===== src/rtl/character_motion_pkg.sv =====
// character_motion_pkg
//   Shared encodings and helpers for the character movement controller.
//   - State, direction and pending-request encodings.
//   - Character sprite dimensions, used by the parent when it sizes draw_rect.
//   - Small helpers for request-to-direction mapping and horizontal clamping.
package character_motion_pkg;

  // Controller states
  localparam logic [1:0] S_IDLE = 2'd0;
  localparam logic [1:0] S_JUMP = 2'd1;
  localparam logic [1:0] S_FALL = 2'd2;
  localparam logic [1:0] S_DEAD = 2'd3;

  // Jump directions
  localparam logic [1:0] DIR_L = 2'd0;
  localparam logic [1:0] DIR_R = 2'd1;
  localparam logic [1:0] DIR_U = 2'd2;

  // One-deep pending request slot; also used to encode the request decoded in a cycle
  localparam logic [2:0] P_NONE = 3'd0;
  localparam logic [2:0] P_L    = 3'd1;
  localparam logic [2:0] P_R    = 3'd2;
  localparam logic [2:0] P_U    = 3'd3;
  localparam logic [2:0] P_FAIL = 3'd4;

  localparam int CHARACTER_WIDTH  = 40;
  localparam int CHARACTER_HEIGHT = 60;

  // Direction a pending jump request will travel in
  function automatic logic [1:0] pend_dir(input logic [2:0] p);
    case (p)
      P_L:     pend_dir = DIR_L;
      P_R:     pend_dir = DIR_R;
      default: pend_dir = DIR_U;
    endcase
  endfunction

  // Clamp a signed 11-bit x candidate into [lo, hi]; signed compare avoids wrap at 0
  function automatic logic [9:0] clamp_x(input logic signed [10:0] v,
                                         input logic signed [10:0] lo,
                                         input logic signed [10:0] hi);
    logic signed [10:0] r;
    r = v;
    if (v < lo) r = lo;
    if (v > hi) r = hi;
    clamp_x = r[9:0];
  endfunction

endpackage


===== src/rtl/character_motion.sv =====
// character_motion
//   Computes the on-screen position of the character for left/right/vertical jumps and for
//   the terminal fail fall. Motion advances once per one_ms_tick. Does no drawing.
// Ports:
//   clk, rst         pixel clock, asynchronous active-high reset
//   module_en        low at a clk edge returns the block to its reset values
//   one_ms_tick      single-cycle 1 ms strobe that paces all motion
//   jump_left/right/up, jump_fail   level-sampled requests (fail > left > right > up)
//   xpos, ypos       character position
//   busy             high while jumping or falling
//   landed, fell     one-cycle completion pulses
module character_motion
  import character_motion_pkg::*;
#(
  parameter int X_INIT  = 379,
  parameter int Y_INIT  = 465,
  parameter int JUMP_MS = 40,
  parameter int FALL_MS = 200,
  parameter int STEP_X  = 1,
  parameter int STEP_Y  = 1,
  parameter int X_MIN   = 0,
  parameter int X_MAX   = 759
) (
  input  logic       clk,
  input  logic       rst,
  input  logic       module_en,
  input  logic       one_ms_tick,
  input  logic       jump_left,
  input  logic       jump_right,
  input  logic       jump_up,
  input  logic       jump_fail,
  output logic [9:0] xpos,
  output logic [9:0] ypos,
  output logic       busy,
  output logic       landed,
  output logic       fell
);

  localparam int TimerMax = (2 * JUMP_MS > FALL_MS) ? 2 * JUMP_MS : FALL_MS;
  localparam int TW       = $clog2(TimerMax) + 1;

  localparam logic [TW-1:0] JumpHalf = TW'(JUMP_MS);
  localparam logic [TW-1:0] JumpLast = TW'(2 * JUMP_MS - 1);
  localparam logic [TW-1:0] FallLast = TW'(FALL_MS - 1);

  logic [1:0]    state_q, state_d;
  logic [1:0]    dir_q, dir_d;
  logic [2:0]    pend_q, pend_d;
  logic [TW-1:0] timer_q, timer_d;
  logic [9:0]    x_q, x_d;
  logic [9:0]    y_q, y_d;
  logic          landed_q, landed_d;
  logic          fell_q, fell_d;

  logic [2:0]         req;
  logic [2:0]         pend_m;
  logic signed [10:0] x_cand;
  logic [9:0]         x_clamped;
  logic [10:0]        y_sum;
  logic [9:0]         y_down;
  logic [9:0]         y_jump;

  // Decode this cycle's request by priority
  always_comb begin
    req = P_NONE;
    if (jump_fail)       req = P_FAIL;
    else if (jump_left)  req = P_L;
    else if (jump_right) req = P_R;
    else if (jump_up)    req = P_U;
  end

  // Pending slot merged with this cycle's request (only meaningful while jumping)
  always_comb begin
    pend_m = pend_q;
    if (req == P_FAIL) begin
      pend_m = P_FAIL;
    end else if (req != P_NONE && pend_q != P_FAIL) begin
      pend_m = req;
    end
  end

  // Per-tick position candidates
  always_comb begin
    case (dir_q)
      DIR_L:   x_cand = $signed({1'b0, x_q}) - $signed(11'(STEP_X));
      DIR_R:   x_cand = $signed({1'b0, x_q}) + $signed(11'(STEP_X));
      default: x_cand = $signed({1'b0, x_q});
    endcase
    x_clamped = clamp_x(x_cand, $signed(11'(X_MIN)), $signed(11'(X_MAX)));

    // Downward motion saturates at the bottom of the 10-bit range
    y_sum  = {1'b0, y_q} + 11'(STEP_Y);
    y_down = y_sum[10] ? 10'h3ff : y_sum[9:0];
    y_jump = (timer_q < JumpHalf) ? (y_q - 10'(STEP_Y)) : y_down;
  end

  always_comb begin
    state_d  = state_q;
    dir_d    = dir_q;
    pend_d   = pend_q;
    timer_d  = timer_q;
    x_d      = x_q;
    y_d      = y_q;
    landed_d = 1'b0;
    fell_d   = 1'b0;

    case (state_q)
      S_IDLE: begin
        // A new request wins over a coincident tick; the tick is not used for motion
        if (req != P_NONE) begin
          state_d = (req == P_FAIL) ? S_FALL : S_JUMP;
          dir_d   = pend_dir(req);
          timer_d = '0;
        end
      end
      S_JUMP: begin
        pend_d = pend_m;
        if (one_ms_tick) begin
          x_d = x_clamped;
          y_d = y_jump;
          if (timer_q == JumpLast) begin
            landed_d = 1'b1;
            timer_d  = '0;
            // Chain straight into the buffered request without passing through idle
            if (pend_m == P_NONE) begin
              state_d = S_IDLE;
            end else begin
              state_d = (pend_m == P_FAIL) ? S_FALL : S_JUMP;
              dir_d   = pend_dir(pend_m);
              pend_d  = P_NONE;
            end
          end else begin
            timer_d = timer_q + 1'b1;
          end
        end
      end
      S_FALL: begin
        if (one_ms_tick) begin
          y_d = y_down;
          if (timer_q == FallLast) begin
            fell_d  = 1'b1;
            state_d = S_DEAD;
          end else begin
            timer_d = timer_q + 1'b1;
          end
        end
      end
      default: ;  // S_DEAD holds until reset or disable
    endcase

    if (!module_en) begin
      state_d  = S_IDLE;
      dir_d    = DIR_U;
      pend_d   = P_NONE;
      timer_d  = '0;
      x_d      = 10'(X_INIT);
      y_d      = 10'(Y_INIT);
      landed_d = 1'b0;
      fell_d   = 1'b0;
    end
  end

  always_ff @(posedge clk or posedge rst) begin
    if (rst) begin
      state_q  <= S_IDLE;
      dir_q    <= DIR_U;
      pend_q   <= P_NONE;
      timer_q  <= '0;
      x_q      <= 10'(X_INIT);
      y_q      <= 10'(Y_INIT);
      landed_q <= 1'b0;
      fell_q   <= 1'b0;
    end else begin
      state_q  <= state_d;
      dir_q    <= dir_d;
      pend_q   <= pend_d;
      timer_q  <= timer_d;
      x_q      <= x_d;
      y_q      <= y_d;
      landed_q <= landed_d;
      fell_q   <= fell_d;
    end
  end

  assign xpos   = x_q;
  assign ypos   = y_q;
  assign busy   = (state_q == S_JUMP) || (state_q == S_FALL);
  assign landed = landed_q;
  assign fell   = fell_q;

endmodule


===== config.mk =====
export PLATFORM = sky130hd
export DESIGN_NAME = character_motion
export DESIGN_NICKNAME = d
export VERILOG_FILES = /design/src/rtl/character_motion_pkg.sv /design/src/rtl/character_motion.sv
export SDC_FILE = /design/constraint.sdc
export NUM_CORES = 1
export LEC_CHECK = 0
export CAP_MARGIN = 20
export CORE_MARGIN = 2
export CORE_UTILIZATION = 40
export DETAILED_ROUTE_END_ITERATION = 8
export MAX_ROUTING_LAYER = met4
export PLACE_DENSITY_LB_ADDON = 0.1
export SLEW_MARGIN = 20
export SYNTH_ARGS = -nofsm -noshare
export SYNTH_HDL_FRONTEND = slang
export SYNTH_SLANG_ARGS = --single-unit

===== constraint.sdc =====
create_clock -name clk -period 4.6 [get_ports clk]
set_input_delay 1.15 -clock clk [delete_from_list [all_inputs] [get_ports clk]]
set_output_delay 1.15 -clock clk [all_outputs]
set_load 0.02 [all_outputs]

==> flow_results.org, run 1 <==
** Status
- The flow ran to the end, and the final reports show no timing, DRC or antenna violations.

** Power
- Power density over cell area :: 347 nW/um^2
- Leakage power figure :: approximately 1.3 nW
- Overall power after layout :: 1.19 mW
- Worst-case vdd ir drop :: 0.157 mV

** Worst setup path
- The endpoint identified for the worst register-to-register timing path is xpos[5]$_DFFE_PP1P_.
- At the worst endpoint, the required time is 4.80 ns.
- Critical path capture point type :: flop
- Worst reg2reg path startpoint :: dir_q[1]$_DFFE_PP1P_
- CP Launch Type :: flop
- The number of cells on the worst reg-to-reg path is 10.
- In this run the worst setup path terminates at xpos[5]$_DFFE_PP1P_.
- Critical Path Source :: dir_q[1]$_DFFE_PP1P_
- For the worst setup path, the data arrival time is 3.80 ns.
- Minimum setup slack among reg-to-reg paths :: 0.99 ns
- In this run the worst path has a maximum fanout of 17.
- Critical path start-end classification :: flop to flop

** Clocking
- Post-cts gate resize count :: 0
- The number of hold buffers added after CTS was 0.
- The tree is rooted in a sky130_fd_sc_hd__clkbuf_8.
- Clk_lat worst skew :: ~0.30 ns
- H-tree lvl count :: 2
- Number of clock sinks seen by CTS :: 38
- Counting the buffers created by CTS gives 5.
- The clock passes through at most 2 buffers.
- CTS tree :: yes
- Clock-pin transition on the worst setup and hold timing paths :: roughly 0.080 ns
- Post-CTS timing repair inserted 0 buffers for setup.

** Floorplanning
- Std-Cell Rows :: 31
- Pin placement for this block handled 31 I/O pins.
- In this run the vertical extent of the chip is 90.4 um.
- Effective utilization at floorplan :: 41.1%
- The core region is 7250 sq um.
- In this run the horizontal extent of the chip is 90.4 um.
- Area of the die :: about 8200 sq um

** Drt
- In the final routed layout, each cell accounts on average for 14.8 um.
- DRT Pass-1 Iters :: 4
- Total via count in the routed design :: ~2.7k
- Wires add up to a little over 7000 um.
- First DRT Iteration DRCs :: roughly 130
- After detailed routing, the number of remaining DRC violations is 0.
- Dividing the detail-routed via count by the number of cells gives 5.63.
- Routed Antenna Nets :: 0

** Place
- Before CTS, the worst setup slack after placement is 0.974 ns.
- Routability cong. :: roughly 0.85
- Post-detail-place hpwl :: between 5000 and 6000 um
- Post-Place Cells :: 479
- Placed cell area :: 3340 sq um
- Port Buf Inserts :: 30

** Final layout
- The filler cells instantiated in the layout total 737.
- Layout Area Growth over Synthesis :: 15.0%
- Post-route cell area :: 3430 sq um
- The final layout contains ~410 nets.
- Cell Count, Final, Fillers Out :: 487
- Cells fill ~47% of the core in the end.
- The post-route netlist has around 10% of its cells at a drive strength greater than 1.
- Antenna diode count :: 0

** STA
- For the pin with the worst max-slew slack, the measured transition is around 0.60 ns.
- Unrepaired setup endpoints after global routing :: no
- The final number of max-transition violations was 0.
- Counting I/O delays and the setup requirement, the final critical path takes around 3.6 ns.
- Across all hold checks on the routed design, the worst slack comes to ~0.53 ns.
- Hold violation total from the final report :: 0
- Setup WS post-layout :: 0.992 ns
- Setup violations remaining at the end of the flow were counted as 0.
- The worst pin sits at a relative slew slack of 59.8%.
- Derived from the worst setup path, the maximum achievable clock frequency is 277 MHz.
- Between clock sinks in the finished design, the worst skew comes to 0.0113 ns.
- Post-route clock period utilization :: 78.4%
- Setup Total Neg Slack :: 0 ns

** GRT
- The initial antenna violation count is 0.
- For this run, global-route usage on met3 was measured as 2.92%.
- Global routing used 18.4% of the available tracks across all layers.
- Global-route layer with the greatest usage :: met2
- Met1 Resource Use GR :: 25.1%
- Via count of the first global-routing pass :: 2526
- Summed over all layers, the global routing overflow is 0.
- For met2 alone, demand over resource in global routing was about 29%.
- Pin count of the biggest net entering global routing :: 25
- Global-route wire length before repair :: 12200 um

** Synthesis
- Number of synthesis warnings :: 0
- In the synthesized netlist the dominant register cell turns out to be sky130_fd_sc_hd__dfrtp_1.
- EDFF count, synth :: 0
- Most frequent cells after synthesis :: sky130_fd_sc_hd__nor2_1, sky130_fd_sc_hd__o21ai_0, sky130_fd_sc_hd__nand2_1
- After synthesis the cells add up to 2980 sq um.
- After synthesis, flip-flops and latches occupy 32.4% of the total area.
- Post-Syn Instances :: 365
- The synthesized netlist contains 65 unique library cells.
- Largest cells by area after synthesis :: sky130_fd_sc_hd__dfrtp_1, sky130_fd_sc_hd__dfstp_2, sky130_fd_sc_hd__ha_1
- Share of flip-flops with an asynchronous set or reset :: 100%
- Per-instance average area after synthesis :: slightly above 8 sq um
- Total nets after synthesis :: 390
- The biggest area contributor in the post-synthesis netlist is sky130_fd_sc_hd__dfrtp_1.
- Post-synth top area share :: 21.0%
- Synthesis inferred 38 register bits.

** Flow run
- Reported max-cap violation count :: 0

** Worst hold path
- In this run the worst hold path is classified as flop to flop.
- The startpoint identified for the worst hold timing path is state_q[0]$_DFFE_PP0P_.
-- power by group --
group / internal (mW) / switching, mW
clock network: 0.121 / 0.127
registers: 0.378 / 0.0637
logic: 0.202 / 0.298
-- area by class of cell --
cell class              count  area, sq um  area share (%)
flip-flops and latches     38          967            28.2
inverters                  18         67.6            1.97
well taps                  99          124            3.61
repair buffers             32          315            9.19
clock buffers               6         82.6            2.41
multi-input cells         292         1860            54.3
clock inverters             2         12.5           0.365
-- critical path, cell delays in order (launching register included) --
cell	delay (ns)
sky130_fd_sc_hd__dfstp_2	0.73
sky130_fd_sc_hd__inv_2	0.17
sky130_fd_sc_hd__nand2_1	0.39
sky130_fd_sc_hd__ha_1	0.33
sky130_fd_sc_hd__a211oi_1	0.35
sky130_fd_sc_hd__o21ai_1	0.17
sky130_fd_sc_hd__a311oi_1	0.37
sky130_fd_sc_hd__xor2_1	0.16
sky130_fd_sc_hd__mux2_2	0.31
sky130_fd_sc_hd__a21o_1	0.23
sky130_fd_sc_hd__a311oi_1	0.30
-- cells by family after synthesis --
family / share of synthesized area, %
xor gates and xnor gates: 3.52
muxes: 2.81
adders and majority gates: 7.38
and+or+nand+nor: 21.9
buffers and inverters: 5.16
AOI/OAI and AO/OA: 26.8
DFF: 32.4
-- layout by cell type (no fill, tap or decap), types with 10 or more instances in the layout --
master | Yosys | final
sky130_fd_sc_hd__a21oi_1 | 23 | 23
sky130_fd_sc_hd__clkdlybuf4s50_1 | 0 | 30
sky130_fd_sc_hd__dfrtp_1 | 25 | 25
sky130_fd_sc_hd__dfstp_2 | 13 | 13
sky130_fd_sc_hd__ha_1 | 16 | 16
sky130_fd_sc_hd__inv_1 | 17 | 17
sky130_fd_sc_hd__nand2_1 | 34 | 34
sky130_fd_sc_hd__nand3_1 | 15 | 15
sky130_fd_sc_hd__nor2_1 | 36 | 36
sky130_fd_sc_hd__nor3_1 | 10 | 10
sky130_fd_sc_hd__o21ai_0 | 36 | 36
-- how the worst min path moves through the flow --
stage | cells after the start | endpoint
floorplan | 2 | state_q[1]$_DFFE_PP0P_
global placement | 2 | state_q[1]$_DFFE_PP0P_
detailed placement | 2 | state_q[0]$_DFFE_PP0P_
CTS | 2 | state_q[0]$_DFFE_PP0P_
global route | 2 | xpos[6]$_DFFE_PP1P_
finish | 2 | state_q[0]$_DFFE_PP0P_
-- state kept, by name, indices dropped and copies added, names as in the netlist --
register  flops
xpos         10
ypos         10
timer_q       9
pend_q        3
dir_q         2
state_q       2
fell          1
landed        1
-- layer usage --
metal | up-vias | part of all wire (%)
li1 | 1385 | -
met1 | 1299 | 50
met2 | 48 | 46
met3 | 9 | 3.1
met4 | 0 | 0.86
met5 | - | 0
Note: power is estimated with default switching activity, not from simulation.
==> inputs of run 2 (changes only) <==
==> constraint.sdc (replaced) <==
create_clock -name clk -period 3.27 [get_ports clk]
set_input_delay 0.8175 -clock clk [delete_from_list [all_inputs] [get_ports clk]]
set_output_delay 0.8175 -clock clk [all_outputs]
set_load 0.02 [all_outputs]
==> run 2 against run 1 <==
Effect of this change:
- count of clock-buffer cells in the layout rose by 1
- final area rose by 1.5%
- global-route usage rose by 0.63 points
- register-to-register slack got worse by 0.71 ns
- critical path type unchanged
- largest cell class unchanged
==> flow_results.org, run 2 (same netlist as run 1, synthesis figures left out) <==
** Power
- The switching power total is 686 uW (+41%).
- Part of the total power dissipated in the clock network :: 20.1% (-0.7 points)
- The total design power came to 1.70 mW (+43%).
- Worst-case vdd ir drop :: 0.210 mV (+34%)
- The portion of total power attributed to sequential cells is 35.4% (-1.7 points).
- The power per standard cell area was 487 nW/um^2 (+40%).
- Cell internal power dissipation :: 1.01 mW (+44%)
- Combinational Power Share :: 44.5% (+2.5 points)
- The standby leakage power came to 1.37 nW (+2.5%).
- Sw Ratio :: 40.5% (-0.58 points)

** STA
- Setup Total Neg Slack :: 0 ns (unchanged)
- Actual transition at the worst max-transition pin :: 0.556 ns (-0.0447 ns)
- The clock period minus final worst setup slack is 2.99 ns (-0.620 ns).
- The headroom to the max-slew limit is 62.8% (+3.0 points).
- Hold violation total from the final report :: 0 (unchanged)
- Final clock skew :: 0.00737 ns (-0.00397 ns)
- The highest achievable clock rate is 335 MHz (+21%).
- Unrepaired setup endpoints after global routing :: no
- Number of pins with negative max-slew slack in the final report :: 0 (unchanged)
- The part of the cycle the worst path needs came to 91.4% (+13 points).
- The number of setup violations in the final report came to 0 (unchanged).

** Floorplanning
- The effective utilization at floorplan came to 41.1% (unchanged).
- Number of placed I/O pins :: 31 (unchanged)
- The floorplan die area was 8170 sq um (unchanged).
- Height of the die :: 90.4 um (unchanged)
- The width of the die was 90.4 um (unchanged).
- The number of rows created at floorplan came to 31 (unchanged).
- Core region area :: 7250 sq um (unchanged)

** Drt
- Number of remaining DRC errors :: 0 (unchanged)
- The final antenna-violating net count was 0 (unchanged).
- The detailed-router iteration count before antenna repair was 5 (+1).
- WL/cell :: 14.7 um (-0.21%)
- The vias per cell is 5.59 (-0.63%).
- The initial DRC count came to 82 (-38%).
- Total via count in the routed design :: 2763 (+0.80%)
- Routed wire length :: 7290 um (+1.2%)

** Worst hold path
- The worst hold path terminates at state_q[1]$_DFFE_PP0P_.
- In this run the worst hold path is classified as flop to flop.
- Hold Path Stages :: 2 (unchanged)
- In this run the most critical hold path is launched from state_q[1]$_DFFE_PP0P_.

** Worst setup path
- Terminus of the critical flop-to-flop path :: xpos[5]$_DFFE_PP1P_
- Critical path capture point type :: flop
- The flop-to-flop setup slack came to 0.28 ns (-0.71 ns).
- Worst reg2reg path startpoint :: dir_q[1]$_DFFE_PP1P_
- Worst-path maximum fanout :: 8 (-9)
- The worst setup path is launched from a flop.
- The arrival time of the worst setup path was 3.18 ns (-0.62 ns).
- Critical path start-end classification :: flop to flop
- Required arrival time at the worst endpoint :: 3.47 ns (-1.33 ns)
- The worst reg2reg path depth was 10 (unchanged).

** Place
- Port Buf Inserts :: 30 (unchanged)
- The half-perimeter wire length after detailed placement was 5410 um (about the same).
- Routability cong. :: 0.835 (-1.7%)

** Flow run
- The max-capacitance violation count is 0 (unchanged).

** Clocking
- The count of cells resized by post-cts repair was 0 (unchanged).
- Clk_lat worst skew :: 0.30 ns (about the same)
- The number of hold buffers added after cts was 0 (unchanged).
- The clock buffer count from CTS is 5 (unchanged).
- The root buffer cell chosen for the clock tree is sky130_fd_sc_hd__clkbuf_8.
- CTS tree :: yes
- The number of sinks driven by the clock tree was 38 (unchanged).
- The CTS clock-pin slew for the worst setup and hold paths is 0.07 ns (about the same).
- Buffer levels on the longest clock path :: 2 (unchanged)
- The number of buffers added for setup after CTS was 0 (unchanged).
- The maximum level of the CTS H-tree is 2 (unchanged).

** GRT
- The overall routing resource usage was 19.0% (+0.63 points).
- Number of antenna violations at the first check in global routing :: 0 (unchanged)
- The wire length of the first global-routing pass was 12800 um (+5.0%).
- Via count of the first global-routing pass :: 2655 (+5.1%)
- The largest net degree at the start of global routing came to 39 (+56%).
- Overflow after GRT :: 0 (unchanged)

** Final layout
- Final-layout fill cell count :: 730 (-0.95%)
- Share of cells above drive strength 1 :: 11.9% (+1.6 points)
- The multi-input combinational cell area is 1870 sq um (+0.13%).
- The area occupied by registers was 967 sq um (unchanged).
- Antenna diode count :: 0 (unchanged)
- Relative to the synthesized area, the layout overhead comes to 16.7%.
- The top cell types in the final layout, fill and taps aside, are sky130_fd_sc_hd__o21ai_0, sky130_fd_sc_hd__nor2_1, sky130_fd_sc_hd__nand2_1.
- Total number of nets in the final design :: 419 (+1.7%)

** Status
- Result of the run :: finished clean
run 2: worst max path at each step:
stage                         start  slack (ns)                  end
2_1_floorplan  dir_q[1]$_DFFE_PP1P_        0.30  xpos[5]$_DFFE_PP1P_
3_3_place_gp   dir_q[1]$_DFFE_PP1P_        0.24  xpos[4]$_DFFE_PP1P_
3_5_place_dp   dir_q[1]$_DFFE_PP1P_        0.22  xpos[5]$_DFFE_PP1P_
4_1_cts        dir_q[1]$_DFFE_PP1P_        0.17  xpos[5]$_DFFE_PP1P_
5_1_grt        dir_q[1]$_DFFE_PP1P_        0.07  xpos[6]$_DFFE_PP1P_
6_report       dir_q[1]$_DFFE_PP1P_        0.28  xpos[5]$_DFFE_PP1P_
run 2: power by group through the flow:
stage | clock network [mW] | registers [mW] | logic [mW]
after global placement | 0 | 0.608 | 0.751
after CTS | 0.356 | 0.600 | 0.757
final | 0.340 | 0.600 | 0.755
after floorplan | 0 | 0.615 | 0.527
after detailed placement | 0 | 0.608 | 0.751
after global routing | 0.373 | 0.613 | 0.845
run 2: per-layer routing:
metal	GRT usage [%]	vias up	share of wire, %
met3	2.75	10	3.0
li1	-	1401	-
met4	6.15	0	1.7
met2	29.1	60	45
met5	-	-	0
met1	26.0	1292	50
run 2: cell type report:
type,count,share of cell area [%]
well taps,99,3.56
multi-input cells,292,53.6
flip-flops and latches,38,27.8
clock inverters,1,0.144
repair buffers,39,10.6
inverters,18,1.94
clock buffers,7,2.48
run 2: worst max-delay path, stage by stage, from the launching register on:
cell	delay, ns
sky130_fd_sc_hd__dfstp_2	0.54
sky130_fd_sc_hd__inv_2	0.04
sky130_fd_sc_hd__nand2_2	0.15
sky130_fd_sc_hd__ha_1	0.27
sky130_fd_sc_hd__a211oi_1	0.32
sky130_fd_sc_hd__o21ai_1	0.19
sky130_fd_sc_hd__a311oi_1	0.36
sky130_fd_sc_hd__xor2_1	0.16
sky130_fd_sc_hd__mux2_2	0.31
sky130_fd_sc_hd__a21o_1	0.24
sky130_fd_sc_hd__a311oi_1	0.31
run 2: through the flow:
step | cells | hold slack, ns | area [sq um] | worst slack (ns) | utilization (%)
finish | 494 | 0.520 | 3480 | 0.282 | 48.0
global route | 494 | 0.562 | 3480 | 0.0653 | 48.0
CTS | 494 | 0.529 | 3480 | 0.170 | 48.0
detailed placement | 486 | 0.512 | 3390 | 0.217 | 46.7
global placement | 486 | 0.498 | 3390 | 0.239 | 46.7
floorplan | 365 | 0.474 | 2980 | 0.301 | -
